`config.mk`:
```
export PLATFORM = sky130hd
export DESIGN_NAME = simon_round_ctrl
export DESIGN_NICKNAME = d
export VERILOG_FILES = /design/src/rtl/simon_round_ctrl.sv
export SDC_FILE = /design/constraint.sdc
export NUM_CORES = 1
export LEC_CHECK = 0
export BUFFER_PORTS_ARGS = -buffer_cell sky130_fd_sc_hd__buf_2
export CORE_ASPECT_RATIO = 1.5
export CORE_MARGIN = 4
export CORE_UTILIZATION = 55
export DETAILED_ROUTE_END_ITERATION = 12
export GPL_TIMING_DRIVEN = 0
export PLACE_DENSITY = 0.73
export SETUP_SLACK_MARGIN = 0.3
export SLEW_MARGIN = 20
export SYNTH_ARGS = -nofsm -noshare
export SYNTH_HDL_FRONTEND = slang
export SYNTH_SLANG_ARGS = --single-unit
export TNS_END_PERCENT = 10
```
`constraint.sdc`:
```
create_clock -name clk -period 3.93 [get_ports clk]
set_input_delay 0.393 -clock clk [delete_from_list [all_inputs] [get_ports clk]]
set_output_delay 0.393 -clock clk [all_outputs]
set_load 0.005 [all_outputs]
```
`src/rtl/simon_round_ctrl.sv`:
```
// Simon Says round controller: LFSR symbol generation, timed playback, keypad scoring.
// Build option: define SIMON_TIMEOUT_EN to enforce the INPUT-phase timeout.
module simon_round_ctrl #(
  parameter int MAX_LEN       = 16,
  parameter int ON_TICKS      = 50,
  parameter int OFF_TICKS     = 25,
  parameter int TIMEOUT_TICKS = 500
) (
  input  logic        clk,
  input  logic        rst,
  input  logic        start,
  input  logic [15:0] pb,
  output logic        led_on,
  output logic [3:0]  led_sym,
  output logic [3:0]  state,
  output logic [4:0]  count,
  output logic        win,
  output logic        lose
);

  localparam logic [3:0] S_IDLE     = 4'd0;
  localparam logic [3:0] S_GEN      = 4'd1;
  localparam logic [3:0] S_SHOW_ON  = 4'd2;
  localparam logic [3:0] S_SHOW_OFF = 4'd3;
  localparam logic [3:0] S_INPUT    = 4'd4;
  localparam logic [3:0] S_RELEASE  = 4'd5;
  localparam logic [3:0] S_WIN      = 4'd6;
  localparam logic [3:0] S_LOSE     = 4'd7;

  localparam int IW       = (MAX_LEN > 1) ? $clog2(MAX_LEN) : 1;
  localparam int SHOW_MAX = (ON_TICKS > OFF_TICKS) ? ON_TICKS : OFF_TICKS;
  localparam int TW       = $clog2(SHOW_MAX + 1);

  localparam logic [TW-1:0] ON_LAST  = TW'(ON_TICKS - 1);
  localparam logic [TW-1:0] OFF_LAST = TW'(OFF_TICKS - 1);
  localparam logic [4:0]    LEN_MAX  = 5'(MAX_LEN);
  localparam logic [15:0]   LFSR_SEED = 16'hACE1;

  if (MAX_LEN < 1 || MAX_LEN > 16 || ON_TICKS < 1 || OFF_TICKS < 1 || TIMEOUT_TICKS < 1)
  begin : g_bad_params
    $error("simon_round_ctrl: parameter out of range");
  end

  logic [15:0]   lfsr;
  logic          start_q;
  logic          pb_prev_zero;
  logic [4:0]    len_q, len_d;
  logic [IW-1:0] pos_q, pos_d;
  logic [TW-1:0] tick_q, tick_d;
  logic [3:0]    state_d;
  logic [3:0]    seq [MAX_LEN];
  logic          seq_we;

`ifdef SIMON_TIMEOUT_EN
  localparam int            OW      = $clog2(TIMEOUT_TICKS + 1);
  localparam logic [OW-1:0] TO_LAST = OW'(TIMEOUT_TICKS - 1);
  logic [OW-1:0] timer_q, timer_d;
`endif

  logic       start_edge;
  logic       press;
  logic [3:0] press_sym;
  logic       last_pos;
  logic       lfsr_fb;
  logic       led_on_d;
  logic [3:0] led_sym_d;

  // Right-shifting Fibonacci form of x^16+x^14+x^13+x^11+1.
  assign lfsr_fb    = lfsr[0] ^ lfsr[2] ^ lfsr[3] ^ lfsr[5];
  assign start_edge = start & ~start_q;
  assign press      = (pb != 16'd0) & pb_prev_zero;
  assign last_pos   = (5'(pos_q) + 5'd1) == len_q;

  // Lowest set key wins when several are held together.
  always_comb begin
    press_sym = 4'd0;
    for (int i = 15; i >= 0; i--) begin
      if (pb[i]) press_sym = 4'(i);
    end
  end

  always_comb begin
    // NOTE: every signal gets a default before the case so no path can infer a latch.
    state_d = state;
    len_d   = len_q;
    pos_d   = pos_q;
    tick_d  = tick_q;
    seq_we  = 1'b0;
`ifdef SIMON_TIMEOUT_EN
    timer_d = '0;
`endif
    case (state)
      S_IDLE, S_WIN, S_LOSE: begin
        if (start_edge) begin
          len_d   = 5'd0;
          pos_d   = '0;
          state_d = S_GEN;
        end
      end
      S_GEN: begin
        seq_we  = 1'b1;
        len_d   = len_q + 5'd1;
        pos_d   = '0;
        tick_d  = '0;
        state_d = S_SHOW_ON;
      end
      S_SHOW_ON: begin
        if (tick_q == ON_LAST) begin
          tick_d  = '0;
          state_d = S_SHOW_OFF;
        end else begin
          tick_d = tick_q + TW'(1);
        end
      end
      S_SHOW_OFF: begin
        if (tick_q == OFF_LAST) begin
          tick_d = '0;
          if (last_pos) begin
            pos_d   = '0;
            state_d = S_INPUT;
          end else begin
            pos_d   = pos_q + IW'(1);
            state_d = S_SHOW_ON;
          end
        end else begin
          tick_d = tick_q + TW'(1);
        end
      end
      S_INPUT: begin
        if (press) begin
          state_d = (press_sym == seq[pos_q]) ? S_RELEASE : S_LOSE;
        end
`ifdef SIMON_TIMEOUT_EN
        else if (timer_q == TO_LAST) begin
          state_d = S_LOSE;
        end else begin
          timer_d = timer_q + OW'(1);
        end
`endif
      end
      S_RELEASE: begin
        if (pb == 16'd0) begin
          if (last_pos) begin
            state_d = (len_q == LEN_MAX) ? S_WIN : S_GEN;
          end else begin
            pos_d   = pos_q + IW'(1);
            state_d = S_INPUT;
          end
        end
      end
      default: state_d = S_IDLE;
    endcase
  end

  // The first lit symbol of a game is written on the same edge it is shown, so bypass the array.
  always_comb begin
    led_on_d  = (state_d == S_SHOW_ON);
    led_sym_d = 4'd0;
    if (led_on_d) begin
      if (state == S_GEN && 5'(pos_d) == len_q) led_sym_d = lfsr[3:0];
      else                                      led_sym_d = seq[pos_d];
    end
  end

  // NOTE: sequential state uses non-blocking assignments so every register samples pre-edge values.
  always_ff @(posedge clk) begin
    if (rst) begin
      state        <= S_IDLE;
      lfsr         <= LFSR_SEED;
      start_q      <= 1'b1;
      pb_prev_zero <= 1'b0;
      len_q        <= 5'd0;
      pos_q        <= '0;
      tick_q       <= '0;
`ifdef SIMON_TIMEOUT_EN
      timer_q      <= '0;
`endif
      led_on       <= 1'b0;
      led_sym      <= 4'd0;
      count        <= 5'd0;
      win          <= 1'b0;
      lose         <= 1'b0;
    end else begin
      state        <= state_d;
      lfsr         <= {lfsr_fb, lfsr[15:1]};
      start_q      <= start;
      pb_prev_zero <= (pb == 16'd0);
      len_q        <= len_d;
      pos_q        <= pos_d;
      tick_q       <= tick_d;
`ifdef SIMON_TIMEOUT_EN
      timer_q      <= timer_d;
`endif
      led_on       <= led_on_d;
      led_sym      <= led_sym_d;
      count        <= len_d;
      win          <= (state_d == S_WIN);
      lose         <= (state_d == S_LOSE);
    end
  end

  // NOTE: the sequence array has no reset; every entry is written in GEN before it is read.
  always_ff @(posedge clk) begin
    if (seq_we && !rst) seq[len_q[IW-1:0]] <= lfsr[3:0];
  end

endmodule

```
# Word-level counts from Yosys, hierarchy flattened
# Memories as Yosys holds them, arrays and structs flattened. A register that Yosys moved wholly into a read port is not among the register bits.
# Cells that the tools add are included.
[word_totals]
mem_count = 1
elab_cells = 93
ff_bits = 44
ramBits = 64
in_bits = 19
[op_classes]
bitwise = 7
muxes = 42
n_reduce_logical = 11
add_sub_neg = 4
eq_ne = 17
[memory_table]
columns = ["name", "words", "width", "read_ports", "rd_clocked_by_memory_dff", "write_ports", "line", "rtl"]
rows = [
  ["seq", 16, 4, 2, 1, 1, "51", "logic [3:0] seq [MAX_LEN];"],
]
[op_table]
columns = ["op", "count"]
rows = [
  ["$mux W4", 28],
  ["$eq A4 B3 Y1 const B", 6],
  ["$pmux W4 S6", 1],
  ["$pmux W6 S3", 1],
  ["$logic_not A16 Y1", 1],
  ["$pmux W4 S4", 1],
  ["$reduce_bool A16 Y1", 1],
  ["$eq A4 B2 Y1 const B", 3],
  ["$mux W6", 2],
  ["$pmux W5 S2", 1],
  ["$mux W3", 3],
  ["$add A6 B1 Y6 const B", 1],
  ["$eq A6 B5 Y1 const B", 1],
  ["$eq A6 B6 Y1 const B", 1],
  ["$add A4 B1 Y5 const B", 1],
  ["$add A5 B1 Y5 const B", 1],
  ["$eq A4 B5 Y1", 1],
  ["$eq A5 B5 Y1", 1],
  ["$eq A5 B5 Y1 const B", 1],
  ["$mux W5", 1],
  ["$add A4 B1 Y4 const B", 1],
  ["$eq A4 B1 Y1 const B", 1],
  ["$eq A4 B4 Y1", 1],
  ["$logic_not A4 Y1", 1],
  ["13 further kinds", 20],
]

# Longest topological paths before layout
[logic_depth]
depth_word = 23
depth_mapped = 16

# Least setup slack after synthesis
# OpenSTA, ideal clock, no wires.
[synth_timing]
path_kind = "register -> register"
startpoint = "register pos_q[1]"
endpoint = "register led_sym[0]"
t_arrival_ns = 2.978
slack_ns = 0.835
period_less_slack_ns = 3.095
setup_time_ns = 0.117
t_required_ns = 3.813
n_path_buf = 3
stages_incl_launch_ff = 16
path_cell_list = "dfxtp_1 > ha_1 > xnor2_1 > nand3_1 > nor3_2 > buf_4 > inv_2 > ha_1 > nor2_1 > a221o_1 > buf_6 > buf_6 > mux4_2 > nand3_1 > nand4_1 > a22o_1"
[synth_between]
elab_chain_cells = 8
[synth_lines]
columns = ["item", "line", "rtl"]
rows = [
  ["start, declared", "48", "logic [IW-1:0] pos_q, pos_d;"],
  ["start signal, assigned", "189", "pos_q <= pos_d;"],
  ["branches (longest 8 deep; another with $add A4 B1 Y5)", "n/a", ""],
  ["end signal, assigned", "195", "led_sym <= led_sym_d;"],
  ["end, declared", "14", "output logic [3:0] led_sym,"],
]
# Parallel ways; which one is timed is not known.
# A chain may end at the register's enable or synchronous reset.

# Worst setup path in the final report
# Same ends and word-level chain as after synthesis.

==> results.toml <==
[run_status]
status = "completed"

[timing]
layout_worst_path_cycle_share_pct = 87.23
max_freq_ghz = 0.2917
rsz0062_at_grt = "false"
fin_tns_setup_ns = 0
hold_viol = 0
finClkSkew_ns = 0.007835
setup_viol = 0
slew_headroom_pct = 30.46
slew_viol_final = 0
max_slew.worst_pin.slew_ns = 1.041
fin_crit_ns = 3.428
fin_ws_ns = 0.5020

[floorplan]
fp-row-count = 44
coreArea_sq_um = 9744
start_util_pct = 56.70
dieWidth_um = 89.84
ios = 35
die-area_sq_um = 11750
dieHeight_um = 130.8

[global_route]
gr-total-overflow = 0
grt_first_pass_wirelength_um = 20510
grtUsageTotal_pct = 23.02
grt_start_max_net_pins = 21
antenna_found_initial = 0
grt_pass1_vias = 3990

[synth]
syn_area_sq_um = 5525
ys_seq_area_share_pct = 50.72
synthAdderAreaFrac_pct = 2.038
yosysUniqueCellTypes = 62
yosys_warnings = 0
synth-simple-area-share_pct = 16.60
synth_enable_flop_cells = 64
synth_seq_cells = 108
synthCells = 451
synth_top_flop_cell = "edfxtp_1"
synth_area_per_cell_sq_um = 12.25
synth-async-reset-ratio_pct = 0
synth-xor-area-share_pct = 2.785
muxShareOfSynthArea_pct = 14.99
synth-compound-area-share_pct = 9.398
synth_top_family_by_area = "simple AND/OR/NAND/NOR gates"
syn-num-nets = 479

[clocking]
clkLatencyLatePin_ns = 0.35
cts-root-buf = "clkbuf_16"
hold_buffers = 0
numCtsBuffers = 9
cts.clk_slew.worst_paths_ns = 0.07
cts_tree = "built"
clockBufferDepth = 2
cts_max_level = 3
clock_sinks = 108

[placed_design]
port_buffers = 34
gp_congestion = 0.9440
dp_hpwl_um = 9668
dp.cells = 600
place_ws_ns = 0.3366

[detailed_routing]
drt_iter0_markers = 377
viasPerCell = 6.439
drt_first_pass_iters = 5
routed_wl_um = 12980
num_vias = 4005
post_drt_wl_per_cell_um = 20.87
route.detailed.drc = 0
ant_nets = 0

[worst_setup_path]
critical_path.max_fanout = 10
startpoint_type = "register"
crit_slowest_cell = "mux4_2"
crit_path_cell_trace = "ha_1 -> xnor2_1 -> nand3_1 -> nor3_2 -> buf_6 -> inv_2 -> ha_1 -> nor2_1 -> a221o_1 -> buf_8 -> buf_4 -> mux4_2 -> nand3_1 -> nand4_1 -> a22o_1"
worstSetupPathType = "reg -> reg"
reg2regPathDepth = 15
cp.arrival_ns = 3.66
critPathRequiredTime_ns = 4.16
cp-end-kind = "register"
slowest_delay_ns = 0.45

[hold_path]
min_path_type = "in -> reg"
holdPathStages = 2

[final_layout]
seq_area_sq_um = 2804
final_core_util_pct = 63.82
final_cells = 622
drive_above_1_share_pct = 22.49
area_growth_pct = 12.55
n_fill_cell = 711
num-nets-final = 530
multi_input_area_sq_um = 2540
antenna_cells = 0

[pwr]
p_per_area_nw_per_um2 = 351.6
p_leak_nw = 2.192
peakVddDrop_mv = 0.3232

[flow_run]
maxCapViolCount = 0
kinds of logic after synthesis:
group | Yosys count
AOI/OAI and AO/OA | 68
xor gates and xnor gates | 16
adders and majority gates | 9
buffers and inverters | 36
DFF | 108
muxes | 36
other | 1
and+or+nand+nor | 177
state kept, by name, summed over array words and instances, names as in the netlist:
register	count
lfsr	16
seq	64
tick_q	6
win	1
lose	1
state	4
pos_q	4
start_q	1
pb_prev_zero	1
led_on	1
led_sym	4
len_q	5
per-stage QoR:
| step | hold slack (ns) | power [mW] | area, sq um |
|---|---|---|---|
| finish | 0.2566 | 2.186 | 6218 |
| global route | 0.2646 | 2.263 | 6218 |
| CTS | 0.2474 | 2.202 | 6152 |
| detailed placement | 0.3937 | 1.310 | 5839 |
| global placement | 0.3948 | 1.308 | 5839 |
| floorplan | 0.3895 | 1.278 | 5525 |
cells in the final DEF (no fill, tap or decap), drive strengths merged, types with 4 or more instances in the layout:
master and n:
a21oi 17, a22o 4, a31oi 4, and3 5, buf 52, clkbuf 20
dfxtp 44, edfxtp 64, ha 9, inv 17, mux4 35, nand2 31
nand2b 6, nand3 26, nand4 7, nor2 50, nor2b 11, nor3 16
nor3b 4, o21ai 12, o31ai 4, or2 8, or4 5, xnor2 9
xor2 6
synthesized netlist by cell type (8+ instances only):
cell type	number	area [sq um]
a21oi_1	17	85.08
clkbuf_1	9	33.78
dfxtp_1	44	880.8
edfxtp_1	64	1922
ha_1	9	112.6
inv_1	14	52.55
mux4_1	8	210.2
mux4_2	27	608.1
nand2_1	31	116.4
nand3_1	26	130.1
nor2_1	50	187.7
nor2b_1	11	68.82
nor3_1	15	75.07
o21ai_0	10	50.05
or2_2	8	50.05
xnor2_1	9	78.83
repair_timing:
| item | 4_1_cts | 5_1_grt |
|---|---|---|
| gates resized for setup | 1 | 6 |
| endpoints found under the setup margin | 3 | 4 |
| pin swaps | 0 | 1 |
| buffers inserted | 0 | 6 |
layout make-up:
cell class              count  share of cell area [%]
plain buffers              21                   2.435
clock buffers              11                   4.085
clock inverters             5                  0.8652
inverters                  15                  0.9054
multi-input cells         307                   40.85
flip-flops and latches    108                   45.09
well taps                 115                   2.314
repair buffers             40                   3.461
layer usage:
layer,vias up,GRT usage (%),share of wire [%]
met5,-,0,0
li1,1824,-,-
met3,47,5.097,6.0
met2,191,41.80,51
met1,1943,24.38,37
met4,0,14.80,5.4
where the power goes:
| group | switching [mW] | internal (mW) | leakage (nW) | total (mW) |
|---|---|---|---|---|
| Combinational | 0.0370 | 0.0272 | 1.10 | 0.0642 |
| Sequential | 0.0138 | 1.21 | 0.941 | 1.22 |
| Clock | 0.418 | 0.483 | 0.150 | 0.901 |
final timing paths:
path / startpoint / endpoint / slack [ns]
max: pos_q[1]$_SDFF_PP0_ / led_sym[0]$_SDFF_PP0_ / 0.50
min: start / start_q$_SDFF_PP1_ / 0.26
max reg2reg: pos_q[1]$_SDFF_PP0_ / led_sym[0]$_SDFF_PP0_ / 0.50
min reg2reg: lfsr[7]$_SDFF_PP1_ / lfsr[6]$_SDFF_PP1_ / 0.41
critical path, delay by kind of cell (launching register included):
family | cells | cell delay, ns
fa+ha+maj | 2 | 0.63
flops | 1 | 0.36
buf+inv | 4 | 0.53
mux | 1 | 0.45
compound gates | 2 | 0.51
xor+xnor | 1 | 0.16
simple gates | 5 | 0.65
Note: power is estimated with default switching activity, not from simulation.
